$ cat src/rtl/buck_pwm_sequencer_if.sv
// buck_pwm_sequencer_if: host/model-side control and status bundle of the buck PWM sequencer.
interface buck_pwm_sequencer_if #(
  parameter int model_data_width = 25,
  parameter int counter_width    = 16,
  parameter int prescaler_width  = 8
);
  logic                               enable_i;
  logic                               fault_clear_i;
  logic        [prescaler_width-1:0]  prescaler_i;
  logic        [counter_width-1:0]    pwm_period_i;
  logic        [counter_width-1:0]    duty_target_i;
  logic        [counter_width-1:0]    ramp_step_i;
  logic signed [model_data_width-1:0] inductor_current_i;
  logic signed [model_data_width-1:0] current_limit_i;
  logic                               clock_enable_o;
  logic                               pwm_o;
  logic                               period_start_o;
  logic        [counter_width-1:0]    duty_active_o;
  logic        [1:0]                  state_o;
  logic                               fault_o;
  modport master (
    output enable_i, fault_clear_i, prescaler_i, pwm_period_i, duty_target_i, ramp_step_i,
           inductor_current_i, current_limit_i,
    input  clock_enable_o, pwm_o, period_start_o, duty_active_o, state_o, fault_o
  );
  modport slave (
    input  enable_i, fault_clear_i, prescaler_i, pwm_period_i, duty_target_i, ramp_step_i,
           inductor_current_i, current_limit_i,
    output clock_enable_o, pwm_o, period_start_o, duty_active_o, state_o, fault_o
  );
endinterface

$ cat src/rtl/buck_pwm_sequencer.sv
// buck_pwm_sequencer: model step strobe, step-aligned PWM carrier, soft-start ramp and overcurrent trip.
module buck_pwm_sequencer #(
  parameter int model_data_width = 25,
  parameter int counter_width    = 16,
  parameter int prescaler_width  = 8
) (
  input logic aclk,
  input logic resetn,
  buck_pwm_sequencer_if.slave bus_io
);
  typedef enum logic [1:0] {IDLE, RAMP, RUN, FAULT} state_t;
  localparam logic [counter_width-1:0]   C_ONE = 1;
  localparam logic [prescaler_width-1:0] P_ONE = 1;
  state_t                     state_q, state_d;
  logic [prescaler_width-1:0] presc_q, presc_d;
  logic                       ce_q, ce_d;
  logic [counter_width-1:0]   carrier_q, carrier_d, carrier_adv;
  logic [counter_width-1:0]   duty_q, duty_d, lim, ramp_val;
  logic [counter_width:0]     sum;
  logic                       pwm_q, pwm_d, period_nz, wrap, trip;
  always_ff @(posedge aclk) begin
    if (!resetn) begin
      state_q   <= IDLE;
      presc_q   <= '0;
      ce_q      <= 1'b0;
      carrier_q <= '0;
      duty_q    <= '0;
      pwm_q     <= 1'b0;
    end else begin
      state_q   <= state_d;
      presc_q   <= presc_d;
      ce_q      <= ce_d;
      carrier_q <= carrier_d;
      duty_q    <= duty_d;
      pwm_q     <= pwm_d;
    end
  end
  // >= rather than == so a prescaler lowered below the running count recovers at once
  assign ce_d        = presc_q >= bus_io.prescaler_i;
  assign presc_d     = ce_d ? '0 : presc_q + P_ONE;
  assign period_nz   = bus_io.pwm_period_i != '0;
  assign wrap        = ce_q && period_nz && carrier_q >= bus_io.pwm_period_i - C_ONE;
  assign carrier_adv = !ce_q ? carrier_q : (wrap || !period_nz) ? '0 : carrier_q + C_ONE;
  assign lim         = (bus_io.duty_target_i < bus_io.pwm_period_i) ? bus_io.duty_target_i : bus_io.pwm_period_i;
  assign sum         = {1'b0, duty_q} + {1'b0, bus_io.ramp_step_i};
  assign ramp_val    = (bus_io.ramp_step_i == '0 || sum >= {1'b0, lim}) ? lim : sum[counter_width-1:0];
  assign trip        = bus_io.inductor_current_i > bus_io.current_limit_i;
  always_comb begin
    state_d   = state_q;
    duty_d    = duty_q;
    carrier_d = carrier_adv;
    pwm_d     = pwm_q;
    case (state_q)
      IDLE: begin
        duty_d = '0;
        pwm_d  = 1'b0;
        if (bus_io.enable_i) begin
          state_d   = RAMP;
          carrier_d = '0;
        end
      end
      RAMP, RUN: begin
        if (trip || !bus_io.enable_i) begin
          state_d = trip ? FAULT : IDLE;
          duty_d  = '0;
          pwm_d   = 1'b0;
        end else begin
          if (wrap) duty_d = (state_q == RAMP) ? ramp_val : lim;
          if (wrap && state_q == RAMP && ramp_val == lim) state_d = RUN;
          if (ce_q) pwm_d = period_nz && carrier_adv < duty_d;
        end
      end
      default: begin
        duty_d = '0;
        pwm_d  = 1'b0;
        if (bus_io.fault_clear_i && !bus_io.enable_i) state_d = IDLE;
      end
    endcase
  end
  assign bus_io.clock_enable_o = ce_q;
  assign bus_io.pwm_o          = pwm_q;
  assign bus_io.period_start_o = wrap;
  assign bus_io.duty_active_o  = duty_q;
  assign bus_io.state_o        = state_q;
  assign bus_io.fault_o        = state_q == FAULT;
endmodule

$ cat src/flat_wrapper.sv
// flat-port wrapper written by rule: the top's interface ports become plain ports
module buck_pwm_sequencer_flat 
#(
  parameter int model_data_width = 25,
  parameter int counter_width    = 16,
  parameter int prescaler_width  = 8
)
  (aclk, resetn, bus_io_enable_i, bus_io_fault_clear_i, bus_io_prescaler_i, bus_io_pwm_period_i, bus_io_duty_target_i, bus_io_ramp_step_i, bus_io_inductor_current_i, bus_io_current_limit_i, bus_io_clock_enable_o, bus_io_pwm_o, bus_io_period_start_o, bus_io_duty_active_o, bus_io_state_o, bus_io_fault_o);
  buck_pwm_sequencer_if #(.model_data_width(model_data_width), .counter_width(counter_width), .prescaler_width(prescaler_width)) bus_io_i ();
  input logic aclk;
  input logic resetn;
  input wire logic [$bits(bus_io_i.enable_i)-1:0] bus_io_enable_i;
  input wire logic [$bits(bus_io_i.fault_clear_i)-1:0] bus_io_fault_clear_i;
  input wire logic [$bits(bus_io_i.prescaler_i)-1:0] bus_io_prescaler_i;
  input wire logic [$bits(bus_io_i.pwm_period_i)-1:0] bus_io_pwm_period_i;
  input wire logic [$bits(bus_io_i.duty_target_i)-1:0] bus_io_duty_target_i;
  input wire logic [$bits(bus_io_i.ramp_step_i)-1:0] bus_io_ramp_step_i;
  input wire logic [$bits(bus_io_i.inductor_current_i)-1:0] bus_io_inductor_current_i;
  input wire logic [$bits(bus_io_i.current_limit_i)-1:0] bus_io_current_limit_i;
  output wire logic [$bits(bus_io_i.clock_enable_o)-1:0] bus_io_clock_enable_o;
  output wire logic [$bits(bus_io_i.pwm_o)-1:0] bus_io_pwm_o;
  output wire logic [$bits(bus_io_i.period_start_o)-1:0] bus_io_period_start_o;
  output wire logic [$bits(bus_io_i.duty_active_o)-1:0] bus_io_duty_active_o;
  output wire logic [$bits(bus_io_i.state_o)-1:0] bus_io_state_o;
  output wire logic [$bits(bus_io_i.fault_o)-1:0] bus_io_fault_o;
  assign bus_io_i.enable_i = bus_io_enable_i;
  assign bus_io_i.fault_clear_i = bus_io_fault_clear_i;
  assign bus_io_i.prescaler_i = bus_io_prescaler_i;
  assign bus_io_i.pwm_period_i = bus_io_pwm_period_i;
  assign bus_io_i.duty_target_i = bus_io_duty_target_i;
  assign bus_io_i.ramp_step_i = bus_io_ramp_step_i;
  assign bus_io_i.inductor_current_i = bus_io_inductor_current_i;
  assign bus_io_i.current_limit_i = bus_io_current_limit_i;
  assign bus_io_clock_enable_o = bus_io_i.clock_enable_o;
  assign bus_io_pwm_o = bus_io_i.pwm_o;
  assign bus_io_period_start_o = bus_io_i.period_start_o;
  assign bus_io_duty_active_o = bus_io_i.duty_active_o;
  assign bus_io_state_o = bus_io_i.state_o;
  assign bus_io_fault_o = bus_io_i.fault_o;
  buck_pwm_sequencer #(.model_data_width(model_data_width), .counter_width(counter_width), .prescaler_width(prescaler_width)) u_core (.aclk(aclk), .resetn(resetn), .bus_io(bus_io_i));
endmodule
$ cat config.mk
export PLATFORM = sky130hd
export DESIGN_NAME = buck_pwm_sequencer_flat
export DESIGN_NICKNAME = d
export VERILOG_FILES = /design/src/rtl/buck_pwm_sequencer_if.sv /design/src/rtl/buck_pwm_sequencer.sv /design/src/flat_wrapper.sv
export SDC_FILE = /design/constraint.sdc
export NUM_CORES = 1
export LEC_CHECK = 0
export CAP_MARGIN = 20
export CORE_AREA = 2 2 201 104
export DETAILED_ROUTE_END_ITERATION = 16
export DIE_AREA = 0 0 203 106
export HOLD_SLACK_MARGIN = 0.15
export PLACE_DENSITY = 0.63
export SYNTH_ARGS = -nofsm -noshare
export SYNTH_HDL_FRONTEND = slang
export SYNTH_SLANG_ARGS = --single-unit
$ cat constraint.sdc
create_clock -name aclk -period 7.8 [get_ports aclk]
set_input_delay 1.17 -clock aclk [delete_from_list [all_inputs] [get_ports aclk]]
set_output_delay 1.17 -clock aclk [all_outputs]
set_load 0.05 [all_outputs]
==> impl_metrics.tcl, run 1 <==
set metrics [dict create \
    status "finished clean" \
    routabilityCongestion 0.982 \
    wl_per_cell_um 17.8 \
    met2_usage 0.232 \
    synth_mux_area_frac 0.0558 \
    r2r-end "u_core.bus_io.pwm_o" \
    fin_worst_skew_ns 0.00727 \
    worstHoldPathCells 1 \
    hold_viol_final 0 \
    die_h_um 106 \
    worst_setup_path_end_kind "flop" \
    ys_warn_count 0 \
    synth_nets 975 \
    grt.overflow.total 0 \
    cts_resized 0 \
    synth-main-ff-cell "dfxtp_1" \
    rsz0062_at_grt "false" \
    cts_sinks 44 \
    grt_util_met3 0.0696 \
    worstHoldStart "u_core.presc_q[0]" \
    vdd_drop_max_mv 0.101 \
    synth_top_area_cell "ha_1" \
    start_util 0.293 \
    grt_max_degree 29 \
    holdPathEnd "u_core.presc_q[0]" \
    drive_gt1_frac 0.0625 \
    crit_type "in2reg" \
    grt_util_all_layers 0.193 \
    syn_avg_cell_area_um2 7.84 \
    insertion_delay_ns 0.29 \
    cts_tree "done" \
    clockBufferDepth 2 \
    post_cts_buffers 0 \
    drc_errors 0 \
    portBuffers 131 \
    p_leak_nw 3.47 \
    max-slew-margin-rel 0.403 \
    r2r-start "u_core.bus_io.duty_active_o[0]" \
    crit_required_ns 8.02 \
    die_w_um 203 \
    reg2reg_slack_ns 1.91 \
    viasPerCell 5.13 \
    tightest_slew_ns 0.892 \
    io_pins 132 \
    syn_area_mm2 0.00585 \
    initialDrtViolationCount 443 \
    core-area_mm2 0.0200 \
    synth.area.top_cells "ha_1 25%, dfxtp_1 15%, xnor2_1 5.5%" \
    fmax_mhz 139 \
    use_met1 0.317 \
    slew_violations 0 \
    synth_top_family_by_area "adder cells" \
    synth-async-reset-ratio 0 \
    grt_pass1_vias 5647 \
    fin_hold_ws_ns 0.466 \
    wirelength_um 20800 \
    timing.final.crit_share 0.925 \
    synthSimpleGateAreaFrac 0.209 \
    crit_arrival_ns 7.43 \
    dieArea_mm2 0.0215 \
    clk_pin_slew_ns 0.06 \
    yosysUniqueCellTypes 69 \
    first_pass_iters 5 \
    rows 37 \
    netlist.area_leader.share 0.250 \
    numCtsBuffers 5 \
    grt_pass1_wl_um 32100 \
    antenna_found_initial 0 \
    cts-root-buf "clkbuf_16" \
    vias 5998 \
    syn_inst 747 \
    synth-compound-area-share 0.183 \
    powerDensity_mw_per_mm2 112 \
    cts_max_level 2 \
    min_period_ns 7.21 \
    hold_buffers 0 \
    synth_fa_ha_area_frac 0.254 \
    synth_edf_count 0 \
    layout_commonest_cell "clkdlybuf4s50_1" \
    setup_tns_ns 0 \
    ys_ff_latch 44 \
    dp_hpwl_um 18100 \
    critPathMaxFanout 28 \
    synth-xor-area-share 0.0868 \
    areaGrowthSynthToFinish_pct 33.0 \
    worstHoldPathType "reg2reg" \
    setup_viol 0 \
    busiest_layer "met1" \
    final_nets 1123 \
    num_antenna_cells 0 \
    cap_violations 0 \
    final_cell_mix "131 x clkdlybuf4s50_1, 117 x ha_1, 77 x inv_1" \
    start_kind "primary input" \
    r2r_cells 27 \
    seq_area_frac_synth 0.150 \
    postRouteAntennaNets 0 \
]
-- cell usage after synthesis (all sizes together) (21+ instances only) --
master,count
xor2,21
dfxtp,44
inv,78
a21oi,40
nand2,51
o21ai,36
nand3,24
mux2i,30
a21o,25
nor3,24
ha,117
nor2,67
xnor2,37
-- area by class of cell --
class | instances | area [µm²]
Clock buffer | 6 | 139
Clock inverter | 2 | 10.0
Fill cell | 2031 | 12200
Inverter | 78 | 293
Multi-Input combinational cell | 612 | 4620
Sequential cell | 44 | 881
Tap cell | 273 | 342
Timing Repair Buffer | 154 | 1500
-- where the power goes --
part	internal [mW]	total, mW	switching [mW]
clock	0.126	0.217	0.0906
combinational	0.185	0.420	0.235
sequential	0.230	0.237	0.00657
total	0.542	0.874	0.332
-- registers in the layout (all words and copies together) (netlist names) --
| register | cells |
|---|---|
| u_core.bus_io.duty_active_o | 16 |
| u_core.carrier_q | 16 |
| u_core.presc_q | 8 |
| u_core.bus_io.state_o | 2 |
| u_core.bus_io.clock_enable_o | 1 |
| u_core.bus_io.pwm_o | 1 |
-- cell families (layout without fill, tap and decap cells) --
logic type,count (synthesis),count (layout)
AO/OA/AOI/OAI,158,158
XOR/XNOR,58,58
adder cells (fa/ha/maj),118,118
buffers and inverters,91,240
flip-flops,44,44
multiplexers,32,32
AND/OR/NAND/NOR,246,246
-- worst max-delay path by stage --
stage / from / endpoint / slack, ns / cells past startpoint
after floorplan: bus_io_pwm_period_i[15] / u_core.bus_io.pwm_o / 1.39 / 28
after global placement: bus_io_pwm_period_i[10] / u_core.bus_io.pwm_o / 0.44 / 23
after detailed placement: bus_io_pwm_period_i[10] / u_core.bus_io.pwm_o / 0.42 / 25
after CTS: bus_io_pwm_period_i[10] / u_core.bus_io.pwm_o / 0.69 / 25
after global routing: bus_io_pwm_period_i[10] / u_core.bus_io.pwm_o / 0.09 / 26
final: bus_io_pwm_period_i[10] / u_core.bus_io.pwm_o / 0.59 / 24
-- layer usage --
layer,vias to the layer above,share of wire,routed length (µm)
met5,-,0,0
met4,0,0.0025,51
met3,7,0.12,2500
met2,242,0.33,6780
met1,2756,0.55,11400
li1,2993,-,-
-- critical path: stages --
cell             delay (ns)
clkdlybuf4s50_1        0.61
inv_1                  0.10
ha_1                   0.30
nand4_1                0.14
or4_4                  0.58
o211ai_4               0.72
mux2i_1                0.32
ha_1                   0.38
nand4_1                0.15
or2_2                  0.32
a41oi_1                0.43
nor4_4                 0.07
buf_12                 0.18
o21ai_0                0.29
mux2i_1                0.18
ha_1                   0.33
and4_1                 0.21
a21oi_1                0.15
nand2_1                0.07
a221oi_1               0.28
nand2_1                0.08
a31oi_1                0.16
a22oi_1                0.08
nor2_1                 0.10
-- per-stage QoR --
stage	worst slack, ns	instances	utilization	total power [mW]	cell area [µm²]
after floorplan	1.39	747	-	0.462	5850
after global placement	0.436	1161	0.383	0.648	7630
after detailed placement	0.422	1161	0.383	0.647	7630
after CTS	0.691	1169	0.390	0.866	7780
after global routing	0.0854	1169	0.390	0.924	7780
final	0.585	1169	0.390	0.874	7780
Note: power is estimated with default switching activity, not from simulation.
==> run 2, diff against run 1 <==
--- a/config.mk
+++ b/config.mk
@@ -11,6 +11,7 @@
 export DIE_AREA = 0 0 203 106
 export HOLD_SLACK_MARGIN = 0.15
 export PLACE_DENSITY = 0.63
+export SLEW_MARGIN = 20
 export SYNTH_ARGS = -nofsm -noshare
 export SYNTH_HDL_FRONTEND = slang
 export SYNTH_SLANG_ARGS = --single-unit
==> results of run 2 <==
The final DEF is identical to that of run 1; final timing and power are the same.
==> run 3, diff against run 2 <==
--- a/config.mk
+++ b/config.mk
@@ -6,11 +6,12 @@
 export NUM_CORES = 1
 export LEC_CHECK = 0
 export CAP_MARGIN = 20
-export CORE_AREA = 2 2 201 104
+export CORE_AREA = 2 2 157 82
+export CTS_BUF_LIST = sky130_fd_sc_hd__clkbuf_16
 export DETAILED_ROUTE_END_ITERATION = 16
-export DIE_AREA = 0 0 203 106
+export DIE_AREA = 0 0 159 84
 export HOLD_SLACK_MARGIN = 0.15
-export PLACE_DENSITY = 0.63
+export PLACE_DENSITY = 0.89
 export SLEW_MARGIN = 20
 export SYNTH_ARGS = -nofsm -noshare
 export SYNTH_HDL_FRONTEND = slang
==> run 3 against run 2 <==
Compared with the run above: register-to-register slack lost 0.27 ns; maximum frequency shrank 1.9%; clock power is essentially flat; wire length shrank 4.1%; highest routed layer is now met5.
==> impl_metrics.tcl, run 3 (same netlist as run 1, synthesis figures left out) <==
set metrics [dict create \
    vias 6112 \
    numCtsBuffers 5 \
    grt.overflow.total 0 \
    first_pass_iters 5 \
    path_buf_inv 3 \
    final-instance-count-excl-fill 1063 \
    grt_max_degree 27 \
    placed_cells 1054 \
    layout_commonest_cell "clkdlybuf4s50_1" \
    cp_slowest_cell "clkdlybuf4s50_1" \
    cts_max_level 2 \
    viasPerCell 5.75 \
    core-area_mm2 0.0122 \
    dieArea_mm2 0.0134 \
    antenna_found_initial 0 \
    crit_type "in2reg" \
    start_util 0.480 \
    max-slew-margin-rel 0.467 \
    vdd_drop_max_mv 0.172 \
    hold_buffers 0 \
    slew_violations 0 \
    setup_viol 0 \
    critPathMaxFanout 20 \
    p_leak_nw 3.44 \
    fin_worst_skew_ns 0.0119 \
    crit_required_ns 8.02 \
    grt_pass1_vias 5714 \
    fin_hold_ws_ns 0.498 \
    cts_resized 0 \
    grt_pass1_wl_um 31100 \
    setup_tns_ns 0 \
    dp_hpwl_um 17000 \
    die_h_um 84 \
    post-place-ws_ns 0.201 \
    post_cts_buffers 0 \
    crit_family "compound AO/OA/AOI/OAI gates" \
    worst_setup_path_end_kind "flop" \
    tightest_slew_ns 0.794 \
    worstHoldPathType "reg2reg" \
    fmax_mhz 136 \
    io_pins 132 \
    cts-root-buf "clkbuf_16" \
    insertion_delay_ns 0.30 \
    portBuffers 131 \
    fin_total_pwr_mw 0.863 \
    areaGrowthSynthToFinish_pct 30.3 \
    num_antenna_cells 0 \
    crit_arrival_ns 7.58 \
    cap_violations 0 \
    routabilityCongestion 1.05 \
    drc_errors 0 \
    cts_sinks 44 \
    worst_slack_ns 0.446 \
    timing.final.crit_share 0.943 \
    utilization 0.626 \
    die_w_um 159 \
    rows 29 \
    min_period_ns 7.35 \
    dpl_cell_area_mm2 0.00746 \
    wirelength_um 19900 \
    final_cell_mix "131 x clkdlybuf4s50_1, 117 x ha_1, 77 x inv_1" \
    drive_gt1_frac 0.0605 \
    rsz0062_at_grt "false" \
    max_stage_delay_ns 0.60 \
    cts_tree "done" \
    grt_util_all_layers 0.297 \
    initialDrtViolationCount 509 \
    wl_per_cell_um 18.7 \
    final_area_mm2 0.00763 \
    final_nets 1120 \
    clockBufferDepth 2 \
    postRouteAntennaNets 0 \
    hold_viol_final 0 \
    start_kind "primary input" \
    status "finished clean" \
    powerDensity_mw_per_mm2 113 \
    clk_pin_slew_ns 0.07 \
]
## run 3: changes by cell type in the layout (fill, tap and decap cells not counted), sizes merged
cell	previous run	this run
buf	23	19
clkinvlp	0	2
clkbuf	6	5
clkinv	2	1
o211ai	5	6
## run 3: worst reg2reg max path, delay by kind of cell, from the launching register on
family | cells | cell delay, ns
AOI/OAI and AO/OA | 9 | 2.28
DFF | 1 | 0.38
muxes | 1 | 0.19
adders and majority gates | 4 | 1.25
and+or+nand+nor | 9 | 1.34
xor gates and xnor gates | 1 | 0.27
buffers and inverters | 3 | 0.39
## run 3: area by class of cell
cell class / instances / area (µm²)
clock buffer: 5 / 125
timing repair buffer: 150 / 1450
clock inverter: 3 / 23.8
fill: 1082 / 4560
multi-input combinational: 613 / 4640
sequential: 44 / 881
inverter: 78 / 293
tap: 170 / 213
## run 3: path summary, 6_finish.rpt
kind / startpoint / endpoint / slack [ns] / depth (start not counted)
setup / recovery: bus_io_pwm_period_i[9] / u_core.bus_io.pwm_o / 0.45 / 26
hold / removal: u_core.presc_q[0] / u_core.presc_q[0] / 0.50 / 1
setup reg to reg: u_core.bus_io.duty_active_o[0] / u_core.bus_io.pwm_o / 1.64 / 27
hold reg to reg: u_core.presc_q[0] / u_core.presc_q[0] / 0.50 / 1
## run 3: metal layers
metal / up-vias / track usage / routed length [µm] / share of wire
met1: 2756 / 0.447 / 9670 / 0.49
met4: 2 / 0.0430 / 206 / 0.010
met2: 338 / 0.392 / 7100 / 0.36
met5: - / 0.0492 / 85 / 0.0043
li1: 2987 / - / - / -
met3: 29 / 0.113 / 2840 / 0.14
## run 3: report_power, final
group	total (mW)	switching (mW)	internal, mW
clock network	0.218	0.0986	0.119
logic	0.408	0.229	0.179
registers	0.237	0.00730	0.230
total	0.863	0.335	0.528
